--- config.mk ---
export PLATFORM = sky130hd
export DESIGN_NAME = prog_loader
export DESIGN_NICKNAME = d
export VERILOG_FILES = /design/src/rtl/prog_loader_pkg.sv /design/src/rtl/prog_loader_byte_packer.sv /design/src/rtl/prog_loader.sv
export SDC_FILE = /design/constraint.sdc
export NUM_CORES = 1
export LEC_CHECK = 0
export CORE_MARGIN = 2
export CORE_UTILIZATION = 40
export DETAILED_ROUTE_END_ITERATION = 7
export PLACE_DENSITY = 0.57
export SYNTH_ARGS = -nofsm -noshare
export SYNTH_HDL_FRONTEND = slang
export SYNTH_HIERARCHICAL = 1
export SYNTH_SLANG_ARGS = --single-unit
--- constraint.sdc ---
create_clock -name clk_in -period 5.9 [get_ports clk_in]
set_clock_uncertainty 0.2 [all_clocks]
set_input_delay 1.18 -clock clk_in [delete_from_list [all_inputs] [get_ports clk_in]]
set_output_delay 1.18 -clock clk_in [all_outputs]
set_load 0.01 [all_outputs]
--- src/rtl/prog_loader_pkg.sv ---
// Shared types and constants for the boot-time program loader.
// Holds the loader state encoding, frame field sizes and the checksum helper.
package loader_pkg;

    typedef enum logic [2:0] {
        S_ADDR  = 3'd0,
        S_COUNT = 3'd1,
        S_DATA  = 3'd2,
        S_CHECK = 3'd3,
        S_BOOT  = 3'd4,
        S_RUN   = 3'd5,
        S_ERROR = 3'd6
    } state_t;

    localparam int HDR_BYTES  = 4;
    localparam int WORD_BYTES = 4;

    // Running frame checksum: plain XOR over every accepted byte.
    function automatic logic [7:0] xor_next(input logic [7:0] acc, input logic [7:0] b);
        return acc ^ b;
    endfunction

endpackage

--- src/rtl/prog_loader_byte_packer.sv ---
// Little-endian byte-to-word assembler shared by the header and data phases.
// The completed word is presented combinationally with the 4th byte so the loader never stalls.
module byte_packer
    import loader_pkg::*;
(
    input  logic        clk_in,
    input  logic        rst,
    input  logic        clear,
    input  logic        push,
    input  logic [7:0]  din,
    output logic [31:0] word,
    output logic        word_ready
);

    localparam int LW = $clog2(WORD_BYTES);
    localparam logic [LW-1:0] LAST_LANE = LW'(WORD_BYTES - 1);

    logic [LW-1:0] lane_r;
    logic [23:0]   part_r;

    // Lane counter and partial-word shift register (first byte ends up in bits 7:0).
    always_ff @(posedge clk_in) begin
        if (rst || clear) begin
            lane_r <= '0;
            part_r <= 24'h000000;
        end else if (push) begin
            lane_r <= lane_r + LW'(1);
            part_r <= {din, part_r[23:8]};
        end
    end

    assign word       = {din, part_r};
    assign word_ready = push && (lane_r == LAST_LANE);

endmodule

--- src/rtl/prog_loader.sv ---
// Boot-time program loader: parses a framed byte stream, writes it into imem,
// verifies the XOR checksum and then presets and releases the CPU.
module prog_loader
    import loader_pkg::*;
#(
    parameter int IMEM_WORDS = 1024,
    parameter int IMEM_AW    = 10
) (
    input  logic               clk_in,
    input  logic               rst,
    input  logic               byte_valid,
    input  logic [7:0]         byte_data,
    output logic               byte_ready,
    output logic               im_we,
    output logic [IMEM_AW-1:0] im_waddr,
    output logic [31:0]        im_wdata,
    output logic               hlt,
    output logic               preset,
    output logic [31:0]        start_addr,
    output logic               load_done,
    output logic               load_err
);

    state_t             state_r, state_next;
    logic               accept_s, push_s, clear_s, write_s;
    logic [31:0]        word_s;
    logic               word_ready_s;
    logic [32:0]        end_word_s;
    logic [31:0]        start_addr_r, count_r, word_idx_r;
    logic [7:0]         xor_r;
    logic               im_we_r, preset_r, hlt_r, load_done_r, load_err_r;
    logic [IMEM_AW-1:0] im_waddr_r;
    logic [31:0]        im_wdata_r;

    assign accept_s = byte_valid && byte_ready;
    assign push_s   = accept_s && (state_r != S_CHECK);
    assign clear_s  = (state_r == S_BOOT) || (state_r == S_RUN) || (state_r == S_ERROR);
    // 33-bit sum so a huge N cannot wrap past the bound check.
    assign end_word_s = {3'b000, start_addr_r[31:2]} + {1'b0, word_s};

    byte_packer u_packer (
        .clk_in     (clk_in),
        .rst        (rst),
        .clear      (clear_s),
        .push       (push_s),
        .din        (byte_data),
        .word       (word_s),
        .word_ready (word_ready_s)
    );

    // Byte acceptance is a pure decode of the current state.
    always_comb begin
        byte_ready = 1'b0;
        case (state_r)
            S_ADDR, S_COUNT, S_DATA, S_CHECK: byte_ready = 1'b1;
            default:                          byte_ready = 1'b0;
        endcase
    end

    // Next-state decode and imem write request.
    always_comb begin
        state_next = state_r;
        write_s    = 1'b0;
        case (state_r)
            S_ADDR: begin
                if (word_ready_s) begin
                    state_next = (word_s[1:0] != 2'b00) ? S_ERROR : S_COUNT;
                end else begin
                    state_next = state_r;
                end
            end
            S_COUNT: begin
                if (!word_ready_s) begin
                    state_next = state_r;
                end else if (word_s == 32'd0) begin
                    state_next = S_CHECK;
                end else if (end_word_s > 33'(IMEM_WORDS)) begin
                    state_next = S_ERROR;
                end else begin
                    state_next = S_DATA;
                end
            end
            S_DATA: begin
                if (word_ready_s) begin
                    write_s    = 1'b1;
                    state_next = (word_idx_r == count_r - 32'd1) ? S_CHECK : S_DATA;
                end else begin
                    state_next = state_r;
                end
            end
            S_CHECK: begin
                if (accept_s) begin
                    state_next = (byte_data == xor_r) ? S_BOOT : S_ERROR;
                end else begin
                    state_next = state_r;
                end
            end
            S_BOOT:  state_next = S_RUN;
            S_RUN:   state_next = S_RUN;
            S_ERROR: state_next = S_ERROR;
            default: state_next = S_ERROR;
        endcase
    end

    // State, header fields, checksum and registered CPU/imem outputs.
    always_ff @(posedge clk_in) begin
        if (rst) begin
            state_r      <= S_ADDR;
            start_addr_r <= 32'd0;
            count_r      <= 32'd0;
            word_idx_r   <= 32'd0;
            xor_r        <= 8'h00;
            im_we_r      <= 1'b0;
            im_waddr_r   <= '0;
            im_wdata_r   <= 32'd0;
            preset_r     <= 1'b0;
            hlt_r        <= 1'b1;
            load_done_r  <= 1'b0;
            load_err_r   <= 1'b0;
        end else begin
            state_r <= state_next;
            if (push_s) begin
                xor_r <= xor_next(xor_r, byte_data);
            end
            if ((state_r == S_ADDR) && word_ready_s) begin
                start_addr_r <= word_s;
            end
            if ((state_r == S_COUNT) && word_ready_s) begin
                count_r    <= word_s;
                word_idx_r <= 32'd0;
            end
            if (write_s) begin
                word_idx_r <= word_idx_r + 32'd1;
                im_waddr_r <= start_addr_r[IMEM_AW+1:2] + word_idx_r[IMEM_AW-1:0];
                im_wdata_r <= word_s;
            end
            im_we_r     <= write_s;
            preset_r    <= (state_next == S_BOOT);
            hlt_r       <= (state_next != S_RUN);
            load_done_r <= (state_next == S_RUN);
            load_err_r  <= (state_next == S_ERROR);
        end
    end

    assign im_we      = im_we_r;
    assign im_waddr   = im_waddr_r;
    assign im_wdata   = im_wdata_r;
    assign preset     = preset_r;
    assign hlt        = hlt_r;
    assign start_addr = start_addr_r;
    assign load_done  = load_done_r;
    assign load_err   = load_err_r;

endmodule

==> summary.txt, run 1 <==
Run status
  – Outcome: complete, but fails checks
  – Failing checks: DRC

Worst setup path
  – Crit path arrival time: 4580 ps
  – R2R depth: 10
  – Crit path buf inv count: 3
  – Crit-path slowest cell: nor4_1
  – WS Path Type: primary input to flop
  – CP cell instances: clkdlybuf4s50_1, inv_1, a211oi_4, and2_1, nand3_2, buf_4, nor4_1, and2_1, nand2_1, nor3_1, mux2_2, nor2_1
  – Delay of the slowest critical-path stage: 790 ps
  – Critical Path Source Type: primary input
  – Worst reg2reg endpoint: load_err
  – Crit-path max FO: 58
  – Worst setup EP type: flop
  – R2r setup slk: 2030 ps
  – Crit-path most repeated cell: and2_1
  – Req. time, crit path: 6070 ps
  – CP delay by family, top: simple AND/OR/NAND/NOR gates
  – RR Startpoint: u_packer/part_r[0]

Logic synthesis
  – Synth Area per Inst: 7.69 um2
  – Prevailing post-synth register cell: dfxtp_1
  – Syn Inst Count: 1386
  – Leading cell types by total area after synthesis: dfxtp_1 (34%), nand2_1 (9.9%), a21oi_1 (7.4%)
  – Net Count, Synth: 1441
  – Seq/Total Area, Yosys: 33.8%
  – Share of the synthesized area in the top cell type: 33.8%
  – #FFs+latches synth: 180
  – Synth unique cells: 78
  – Post-synth EDFFs: 0
  – Synth async-reset ratio: 0%
  – Mapped Area: 10700 um2
  – Yosys warnings: 6
  – Synth area leader: dfxtp_1

Global route
  – Largest net degree at the start of global routing: 91
  – First-pass GRT wire length: 54.5 mm
  – Initial antenna violation count: 0
  – Vias in the first global route: 9450
  – Grt ovf: 0
  – GR Util All Layers: 24.6%

Routing
  – DR vias: 10096
  – Drt wl/cell: 19.5 um
  – DRC: 2
  – Vias per cell: 5.71
  – First-pass DRT Iterations: 8
  – Post-route ant nets: 0
  – Total wire length: 34.5 mm
  – DRT iter0 DRCs: 757

Finish
  – Fin cells: 1767
  – Diodes inserted: 0
  – Area grow syn2layout: 15.4%
  – Util after Layout: 47.1%
  – Share of layout cells above drive strength 1: 5.66%
  – Count of nets after finishing: 1474

Floorplan
  – Initial core utilization: 40.8%
  – Die area: 28000 um2
  – Die Y: 167 um
  – Cell Rows: 59
  – Die width: 167 um
  – Core area: 26100 um2
  – Boundary Pins: 91

Place
  – DP Wirelength: 24.4 mm
  – Routability-driven placement congestion ratio: 0.907
  – Cell count after placement: 1735
  – IO Port Bufs: 90

Clocking
  – CTS Buf Count: 17
  – CTS clk-pin slew, worst paths: 80 ps
  – # H-tree levels: 4
  – Max Root-Sink Buffers: 2
  – Post-CTS Setup Inserts: 0
  – Post-cts resize count: 0
  – Hold buffers post-CTS: 0
  – Sink Count: 180
  – Root buf cell: clkbuf_16
  – TritonCTS clock tree: done
  – Worst-Skew Late Latency: 440 ps

Timing
  – Period Utilization, post-route: 74.8%
  – Final setup violation count: 0
  – Slew margin rel.: 38.4%
  – Period minus WS final: 4410 ps
  – RSZ-0062 raised after global routing: false
  – Highest clock rate: 0.227 GHz
  – TNS Setup: 0 ps
  – Slew of the pin with the lowest slew margin: 923 ps
  – Slew Limit Fails: 0
  – Final Hold Fails: 0

Worst hold path
  – Min-Delay Path Class: flop to flop
  – Hold path depth: 2
  – Hold path endpoint: im_wdata[31]
  – Min-delay src: im_wdata[31]

Power and ir drop
  – Power per cell area: 213 nW/um2
  – Leakage: 4.43 nW
  – Max VDD drop: 0.127 mV

Flow run
  – Max-cap violation count: 0
[cell usage after synthesis, types with 24 or more instances]
cell type,number
xor2_1,30
ha_1,42
nor4_1,24
xnor2_1,45
nand2_1,280
mux2i_1,32
nor2_1,104
a21oi_1,157
nor3_1,28
o21ai_0,38
dfxtp_1,180
nand3_1,35
clkbuf_1,63
nand4_1,27
[registers in the layout (all words and copies together) (netlist names)]
name and count:
count_r 32, hlt 1, im_waddr 10, im_wdata 32
im_we 1, load_done 1, load_err 1, preset 1
start_addr 32, state_r 3, u_packer/lane_r 2, u_packer/part_r 24
word_idx_r 32, xor_r 8
[cells by family after synthesis]
| kind of cell | count (synthesis) | share of synthesized area (%) |
|---|---|---|
| compound gates | 331 | 19.0 |
| flops | 180 | 33.8 |
| buf+inv | 112 | 4.92 |
| mux | 41 | 3.95 |
| xor+xnor | 75 | 6.16 |
| fa+ha+maj | 44 | 5.30 |
| simple gates | 603 | 26.8 |
[worst register-to-register path, delay by kind of cell, from the launching register on]
family / cells / cell delay, ps
AND/OR/NAND/NOR: 4 / 1070
adder cells (fa/ha/maj): 2 / 690
flip-flops: 1 / 440
AO/OA/AOI/OAI: 4 / 1330
[how the worst max path moves through the flow]
stage                from        endpoint  depth (start not counted)
2_1_floorplan  byte_valid  word_idx_r[28]                         12
3_3_place_gp   byte_valid  word_idx_r[28]                         12
3_5_place_dp   byte_valid  word_idx_r[30]                         12
4_1_cts        byte_valid  word_idx_r[28]                         12
5_1_grt        byte_valid  word_idx_r[30]                         12
6_report       byte_valid  word_idx_r[28]                         12
[cells in the final DEF, fill, tap and decap left out, types with 15 or more instances in the layout]
| master | instances |
|---|---|
| nand3_1 | 34 |
| clkbuf_16 | 17 |
| a31oi_1 | 15 |
| a21o_1 | 15 |
| o21ai_0 | 38 |
| buf_4 | 15 |
| clkdlybuf4s50_1 | 89 |
| nor2_1 | 104 |
| ha_1 | 42 |
| and3_1 | 17 |
| o21a_1 | 16 |
| or3_1 | 16 |
| xor2_1 | 30 |
| nor4_1 | 24 |
| nand2_1 | 280 |
| dfxtp_1 | 180 |
| inv_1 | 21 |
| mux2i_1 | 32 |
| nand4_1 | 27 |
| a21oi_1 | 157 |
| xnor2_1 | 45 |
| o211ai_1 | 15 |
| nor3_1 | 27 |
[routing by layer]
layer / wire, um / vias to the layer above / GRT usage [%]
met2: 15800 / 294 / 39.5
met5: 0 / - / 0
met1: 16100 / 4782 / 34.9
met4: 454 / 0 / 5.10
met3: 2140 / 40 / 4.18
li1: - / 4980 / -
[cell type report]
type	count	area (um2)
clock buffer	17	425
inverter	21	78.8
tap	335	419
clock inverter	15	188
multi-input combinational	1094	6560
fill	2635	13800
sequential	180	3600
timing repair buffer	105	1020
[report_power, final]
part | switching [mW] | internal (mW) | total (mW)
combinational | 0.0970 | 0.0557 | 0.153
sequential | 0.0305 | 1.23 | 1.26
clock | 0.568 | 0.646 | 1.21
total | 0.696 | 1.93 | 2.62
[through the flow]
stage / power (mW) / hold slack [ps] / area [um2] / setup WS [ps]
finish: 2.62 / 261 / 12300 / 1490
global route: 2.71 / 278 / 12300 / 1150
floorplan: 1.38 / 250 / 10700 / 1660
detailed placement: 1.44 / 249 / 11700 / 1030
global placement: 1.44 / 241 / 11700 / 1160
CTS: 2.64 / 259 / 12300 / 1460
Power figures use the tool's default switching activity.
==> run 2, diff against run 1 <==
PLACE_DENSITY = 0.59   (was 0.57)
clock period = 3.9 ns   (was 5.9 ns; I/O delays follow)
==> run 2 against run 1 <==
Against the previous run:
- register-to-register slack worse by 1800 ps
- die area unchanged
- the flow still finishes with violations (DRC)
- global-route usage up 1.1 points
- routed wire length up 3.9%
- setup slack worse by 1300 ps
- largest power group unchanged
- clock power up 46%
- via count up 2.6%
- largest cell class unchanged
- critical endpoint is now load_err
- worst hold slack worse by 10 ps
- cell count up 2.5%
==> summary.txt, run 2 (synthesized netlist as in run 1, its figures left out) <==
Power and ir drop
  – Power per cell area: 310 nW/um2 (+45%)
  – Leakage: 4.66 nW (+5.3%)
  – Max VDD drop: 0.316 mV (+150%)

Finish
  – Area grow syn2layout: 18.9%
  – Share of layout cells above drive strength 1: 8.53% (+2.9 points)
  – Fillers: 2631 (-0.15%)
  – Diodes inserted: 0 (unchanged)
  – Reg area: 3600 um2 (unchanged)
  – Count of nets after finishing: 1519 (+3.1%)
  – Final instance area: 12700 um2 (+3.1%)
  – Footprint of the multi-input gates: 6560 um2 (unchanged)
  – Most frequent cells in the layout: nand2_1 (280), dfxtp_1 (180), a21oi_1 (157), nor2_1 (104), clkdlybuf4s50_1 (89)
  – Most common cell after layout, fill and taps aside: nand2_1

Worst setup path
  – Critical Path Source Type: flop
  – Req. time, crit path: 4010 ps (-2060 ps)
  – WS Path Type: flop to flop
  – Crit-path max FO: 4 (-93%)
  – Crit path arrival time: 3800 ps (-780 ps)
  – Worst setup EP type: flop

Routing
  – DRC: 3 (+1)
  – DR vias: 10354 (+2.6%)
  – Metal3 WL: 2.37 mm (+10%)
  – Uppermost layer routed: met5
  – WL met1: 17.1 mm (+5.8%)
  – Drt wl/cell: 19.8 um (+1.3%)
  – First-pass DRT Iterations: 7 (-1)
  – Total wire length: 35.8 mm (+3.9%)
  – Vias per cell: 5.71 (about the same)
  – WL met2: 15.7 mm (-0.79%)
  – Post-route ant nets: 0 (unchanged)
  – DRT iter0 DRCs: 673 (-11%)

Timing
  – Final Hold Fails: 0 (unchanged)
  – Slew of the pin with the lowest slew margin: 710 ps (-213 ps)
  – TNS Setup: 0 ps (unchanged)
  – Period Utilization, post-route: 94.6%
  – Final WS setup: 210 ps (-1280 ps)
  – Slew margin rel.: 52.7% (+14 points)
  – Final setup violation count: 0 (unchanged)
  – Period minus WS final: 3690 ps
  – RSZ-0062 raised after global routing: false
  – Highest clock rate: 0.271 GHz
  – Slew Limit Fails: 0 (unchanged)

Flow run
  – Max-cap violation count: 0 (unchanged)

Global route
  – GR Util All Layers: 25.8% (+1.1 points)
  – First-pass GRT wire length: 56.7 mm (+4.0%)
  – Vias in the first global route: 9846 (+4.2%)
  – Largest net degree at the start of global routing: 62 (-32%)
  – Grt ovf: 0 (unchanged)
  – Initial antenna violation count: 1 (+1)

Worst hold path
  – Min-Delay Path Class: flop to flop

Place
  – IO Port Bufs: 90 (unchanged)
  – DP Wirelength: 26.9 mm (+10%)
  – Post-Place Setup Slack: 9.24 ps (-1020 ps)
  – Routability-driven placement congestion ratio: 1.03 (+14%)
  – Placed cell area: 12100 um2 (+3.2%)

Floorplan
  – Initial core utilization: 40.8% (unchanged)
  – Die area: 28000 um2 (unchanged)
  – Die Y: 167 um (unchanged)
  – Core area: 26100 um2 (unchanged)
  – Cell Rows: 59 (unchanged)
  – Die width: 167 um (unchanged)
  – Boundary Pins: 91 (unchanged)

Run status
  – Failing checks: DRC
  – Outcome: complete, but fails checks

Clocking
  – Hold buffers post-CTS: 0 (unchanged)
  – Max Root-Sink Buffers: 2 (unchanged)
  – Worst-Skew Late Latency: 440 ps (about the same)
  – Root buf cell: clkbuf_16
  – CTS Buf Count: 17 (unchanged)
  – CTS clk-pin slew, worst paths: 80 ps (about the same)
  – Post-CTS Setup Inserts: 0 (unchanged)
  – Sink Count: 180 (unchanged)
  – Post-cts resize count: 0 (unchanged)
  – TritonCTS clock tree: done
  – # H-tree levels: 4 (unchanged)
run 2: changes by cell type in the layout (fill, tap and decap cells not counted), sizes merged:
cell	change
inv	-3
buf	+45
bufinv	-2
clkinv	+6
clkinvlp	-1
run 2: where the power goes:
part / switching [mW] / total (mW) / internal (mW) / leakage, nW
clock: 0.897 / 1.77 / 0.871 / 0.296
combinational: 0.180 / 0.283 / 0.103 / 2.91
sequential: 0.0233 / 1.88 / 1.86 / 1.45
total: 1.10 / 3.93 / 2.83 / 4.66
run 2: stage by stage:
stage	hold WS (ps)	util (%)	power (mW)	cells
after floorplan	250	-	2.09	1386
after global placement	239	46.2	2.20	1780
after detailed placement	243	46.2	2.20	1780
after CTS	253	48.5	3.96	1812
after global routing	283	48.5	4.06	1812
final	251	48.5	3.93	1812
run 2: cell type report:
type	instances	share of cell area, %
Inverter	21	0.622
Timing Repair Buffer	150	11.0
Clock buffer	17	3.36
Clock inverter	15	1.50
Sequential cell	180	28.4
Tap cell	335	3.31
Multi-Input combinational cell	1094	51.8
run 2: worst paths after layout:
path | cells after the start | startpoint | endpoint | slack (ps)
min reg2reg | 2 | im_waddr[7] | im_waddr[7] | 250
max | 12 | start_addr[2] | load_err | 210
max reg2reg | 12 | start_addr[2] | load_err | 210
min | 2 | im_waddr[7] | im_waddr[7] | 250
run 2: worst max-delay path: stages, from the launching register on:
cell	delay [ps]
dfxtp_1	370
ha_1	260
fa_1	410
a211oi_1	380
o21ai_1	170
and2_1	170
or3_1	340
a2111oi_0	460
buf_4	190
nand4_1	90
nor4_1	270
buf_4	170
a211oi_1	70
run 2: layer usage:
metal,GRT usage [%],vias up
li1,-,5074
met1,36.7,4940
met2,39.6,293
met3,5.32,45
met4,6.99,2
met5,0,-
==> run 3, diff against run 2 <==
HOLD_SLACK_MARGIN = 0.03   (was not set)
==> results of run 3 <==
Final layout, timing and power as in run 2 (identical DEF).
